### config.mk
export PLATFORM = sky130hd
export DESIGN_NAME = gf_mul_by2
export DESIGN_NICKNAME = d
export VERILOG_FILES = /design/src/rtl/gf_mul_by2.sv
export SDC_FILE = /design/constraint.sdc
export NUM_CORES = 1
export LEC_CHECK = 0
export ABC_CLOCK_PERIOD_IN_PS = 800
export CAP_MARGIN = 20
export CORE_AREA = 2 2 39 41
export CTS_BUF_LIST = sky130_fd_sc_hd__clkbuf_8
export CTS_CLUSTER_SIZE = 8
export DETAILED_ROUTE_END_ITERATION = 10
export DIE_AREA = 0 0 41 43
export SLEW_MARGIN = 20
export SYNTH_ARGS = -nofsm -noshare
export SYNTH_HDL_FRONTEND = slang
export SYNTH_SLANG_ARGS = --single-unit
### constraint.sdc
create_clock -name Clk -period 0.8 [get_ports Clk]
set_input_delay 0.2 -clock Clk [delete_from_list [all_inputs] [get_ports Clk]]
set_output_delay 0.2 -clock Clk [all_outputs]
set_load 0.05 [all_outputs]
### src/rtl/gf_mul_by2.sv
// Registered GF(2^8) xtime unit: each byte lane is multiplied by {02} modulo 0x11B.
// One or two register stages; the valid sideband is delayed alongside the data.
module gf_mul_by2 #(
  parameter int BYTES = 1,
  parameter int PIPE  = 1
) (
  input  logic               Clk,
  input  logic               Rst_n,
  input  logic [8*BYTES-1:0] MulBy2In,
  input  logic               InValid,
  output logic [8*BYTES-1:0] MulBy2Out,
  output logic               OutValid
);

  localparam int W = 8 * BYTES;

  // Shift left; fold the bit shifted out of x^7 back in as x^4+x^3+x+1.
  function automatic logic [7:0] xtime(input logic [7:0] b);
    return {b[6:0], 1'b0} ^ (8'h1B & {8{b[7]}});
  endfunction

  logic [W-1:0] prodP0;
  logic         vldP0;

  always_comb begin
    prodP0 = '0;
    for (int k = 0; k < BYTES; k++) begin
      prodP0[8*k +: 8] = xtime(MulBy2In[8*k +: 8]);
    end
  end

  assign vldP0 = InValid;

  // Stage 1: captured every edge, valid or not.
  logic [W-1:0] prodP1;
  logic         vldP1;

  always_ff @(posedge Clk or negedge Rst_n) begin
    if (!Rst_n) begin
      prodP1 <= '0;
      vldP1  <= 1'b0;
    end else begin
      prodP1 <= prodP0;
      vldP1  <= vldP0;
    end
  end

  generate
    if (PIPE == 2) begin : gTwoStage
      // Stage 2: straight copy of stage 1.
      logic [W-1:0] prodP2;
      logic         vldP2;

      always_ff @(posedge Clk or negedge Rst_n) begin
        if (!Rst_n) begin
          prodP2 <= '0;
          vldP2  <= 1'b0;
        end else begin
          prodP2 <= prodP1;
          vldP2  <= vldP1;
        end
      end

      assign MulBy2Out = prodP2;
      assign OutValid  = vldP2;
    end else if (PIPE == 1) begin : gOneStage
      assign MulBy2Out = prodP1;
      assign OutValid  = vldP1;
    end else begin : gBadPipe
      $error("gf_mul_by2: PIPE must be 1 or 2");
    end
  endgenerate

endmodule

# Word level (Yosys, flattened, before mapping)
# Index checks and enable logic that the tools add are counted.
[totals]
inputBits = 11
elab_cells = 3
output_inout_bits = 9
reg_bits = 9
[op_classes]
bitwise_logic = 1
[op_table]
columns = ["op", "n"]
rows = [
  ["$xor A8 B5 Y8", 1],
]

# Longest topological paths before layout
[depth]
ltp_word = 1
ltp_mapped = 1
depth_no_buf = 1

# Worst setup path before layout
# No wires, ideal clock.
[synth_path]
path_type = "reg-to-output"
startpoint = "register prodP1[0] (netlist: MulBy2Out[0])"
endpoint = "output MulBy2Out[0]"
stages_incl_launch_ff = 1
arrival_ps = 586
required_time_ps = 600
setup_slack_ps = 14
path_buffers = 0
path_cell_list = "dfrtp_1"
[synth_rtl]
columns = ["element", "line_no", "source"]
rows = [
  ["from (decl)", "35", "logic [W-1:0] prodP1;"],
  ["from (signal assigned)", "43", "prodP1 <= prodP0;"],
  ["to (decl)", "11", "output logic [8*BYTES-1:0] MulBy2Out,"],
]
# No word-level cell between the ends.

# Worst setup path after layout
[layout_path]
startpoint = "register prodP1[4] (netlist: MulBy2Out[4])"
endpoint = "output MulBy2Out[4]"
# No word-level cell between the ends.

==> results.toml <==
[setup_path]
cpMaxStageDelayCell = "dfrtp_1"
cp-start-kind = "flop"
critPathTopFamily = "flip-flops"
required_ns = 0.60
cp_num_buf_inv = 1
worst-path-max-fanout = 1
crit_arrival_ns = 0.78
cp_slowest_stage_delay_ns = 0.40
path_cells = "buf_12"
end_kind = "primary output"
critPathKind = "reg -> out"

[cts]
cts_buffers = 3
cts_hold_buf = 0
post_cts.repair.setup_buffers = 0
cts.path.max_buffers = 2
ctsResizeCount = 0
numClockSinks = 9
path_clk_slew_ns = 0.04
htree_levels = 1
cts_tree = "built"
root_buffer = "clkbuf_8"

[power_and_ir_drop]
power_density_nw_per_um2 = 2203
p_leak_nw = 0.2774
p_int_uw = 985.6
p_sw_share_pct = 25.36
pwr-share-comb_pct = 23.6
p_switching_uw = 335.0
pwr-share-clk_pct = 37.3
seqPwrFrac_pct = 39.1
ir_worst_vdd_v = 0.0009804

[detailed_routing]
route.detailed.drc = 0
wl_microns = 542
wl_per_cell_microns = 10.63
drtPass1Iterations = 3
vias = 178
dr.first_iter.drc_count = 1
vias_per_cell = 3.490
antenna_left = 0

[global_route]
antenna_found_initial = 0
grt_pass1_wl_microns = 855
gr-total-overflow = 0
track_usage_pct = 7.857
grt_max_degree = 10
grt_pass1_vias = 193

[min_path]
min_path_type = "in -> reg"

[synth]
syn-num-nets = 23
synthArstFlopShare_pct = 100.0
synth_ff_type = "dfrtp_1"
synth_top_cell_by_area = "dfrtp_1"
ys_warn_count = 0
yosysUniqueCellTypes = 2
synth_area_sq_um = 251.5
synth_edf_count = 0
synth_top_area_share_pct = 89.55
yosys-top-cells-count = "dfrtp_1 (9), xor2_1 (3)"
synth-seq-cells = 9
ys_seq_area_share_pct = 89.55
synthCells = 12
avgSynthCellArea_sq_um = 20.96
synth_most_common_cell = "dfrtp_1"
synth_area_leaders = "dfrtp_1 (90%), xor2_1 (10%)"

[sta]
setup_viol = 9
setup_slack_ns = -0.1821
slew_viol_final = 0
fmax_mhz = 1018
fin_crit_sh_pct = 122.8
slew_headroom_pct = 75.18
finalHoldViolations = 0
whs_ns = 0.2114
rsz0062_at_grt = "yes"
tightest_slew_ns = 0.3711
min_period_ns = 0.9821

[placed_design]
dp_slack_ns = -0.2169
port_buffers = 19
placed_cell_area_sq_um = 551.8
place_congestion = 0.5963

[finish]
syn_to_final_growth_pct = 138.3
diodes = 0
final_area_sq_um = 599.3
finish.utilization_pct = 43.31
drive_above_1_share_pct = 34.29
nets = 47
n_fill_cell = 127

[floorplan]
die_y_microns = 43
die_area_sq_um = 1763
rows = 14
core_area_sq_um = 1384
die_w_microns = 41
io_pins = 20
initial_utilization_pct = 18.17

[outcome]
status = "finished, violations left"
violations = "negative setup slack"

[run]
cap_violations = 0
-- sequential cells by signal (all words and copies together) (netlist names) --
signal	flops
MulBy2Out	8
OutValid	1
-- routing by layer --
| layer | up-vias | share of wire (%) | global-route usage [%] |
|---|---|---|---|
| li1 | 81 | - | - |
| met1 | 75 | 41 | 10.51 |
| met2 | 22 | 42 | 9.063 |
| met3 | 0 | 18 | 2.618 |
| met4 | 0 | 0 | 8.000 |
| met5 | - | 0 | 0 |
-- cell families (layout without fill, tap and decap cells) --
kind of cell,Yosys count,in the layout,share of synthesized area (%)
flip-flops,9,9,89.55
XOR/XNOR,3,3,10.45
buffers and inverters,0,23,0
-- through the flow --
step	setup TNS, ns	cells	total power, mW
floorplan	0	12	0.6237
CTS	-1.654	51	1.341
global placement	-0.6227	47	0.8333
finish	-1.578	51	1.321
detailed placement	-0.6939	47	0.8388
global route	-1.746	51	1.374
-- path summary, 6_finish.rpt --
check	to	slack (ns)	depth (start not counted)	startpoint
max	MulBy2Out[4]	-0.18	1	MulBy2Out[4]
min in group asynchronous	OutValid	0.26	1	Rst_n
max in group asynchronous	MulBy2Out[2]	0.28	1	Rst_n
min	MulBy2Out[0]	0.21	1	MulBy2In[7]
-- layout make-up --
type                    count  area (sq um)  area share [%]
clock buffers               3         41.29           6.889
clock inverters             1         3.754          0.6263
multi-input cells           3         26.28           4.384
flip-flops and latches      9         225.2           37.58
well taps                  16         20.02           3.340
repair buffers             19         282.8           47.18
-- power by group through the flow --
stage	Combinational, mW	Sequential, mW	Clock [mW]
2_1_floorplan	0.00871	0.615	0
3_3_place_gp	0.312	0.522	0
3_5_place_dp	0.315	0.524	0
4_1_cts	0.315	0.517	0.509
5_1_grt	0.325	0.519	0.530
6_report	0.311	0.516	0.493
-- layout by cell type (no fill, tap or decap) --
| cell type | Yosys | final |
|---|---|---|
| clkbuf_8 | 0 | 3 |
| xor2_1 | 3 | 3 |
| clkdlybuf4s50_1 | 0 | 9 |
| dfrtp_1 | 9 | 9 |
| inv_1 | 0 | 1 |
| dlymetal6s2s_1 | 0 | 1 |
| buf_12 | 0 | 9 |
(Power assumes the default switching activity.)
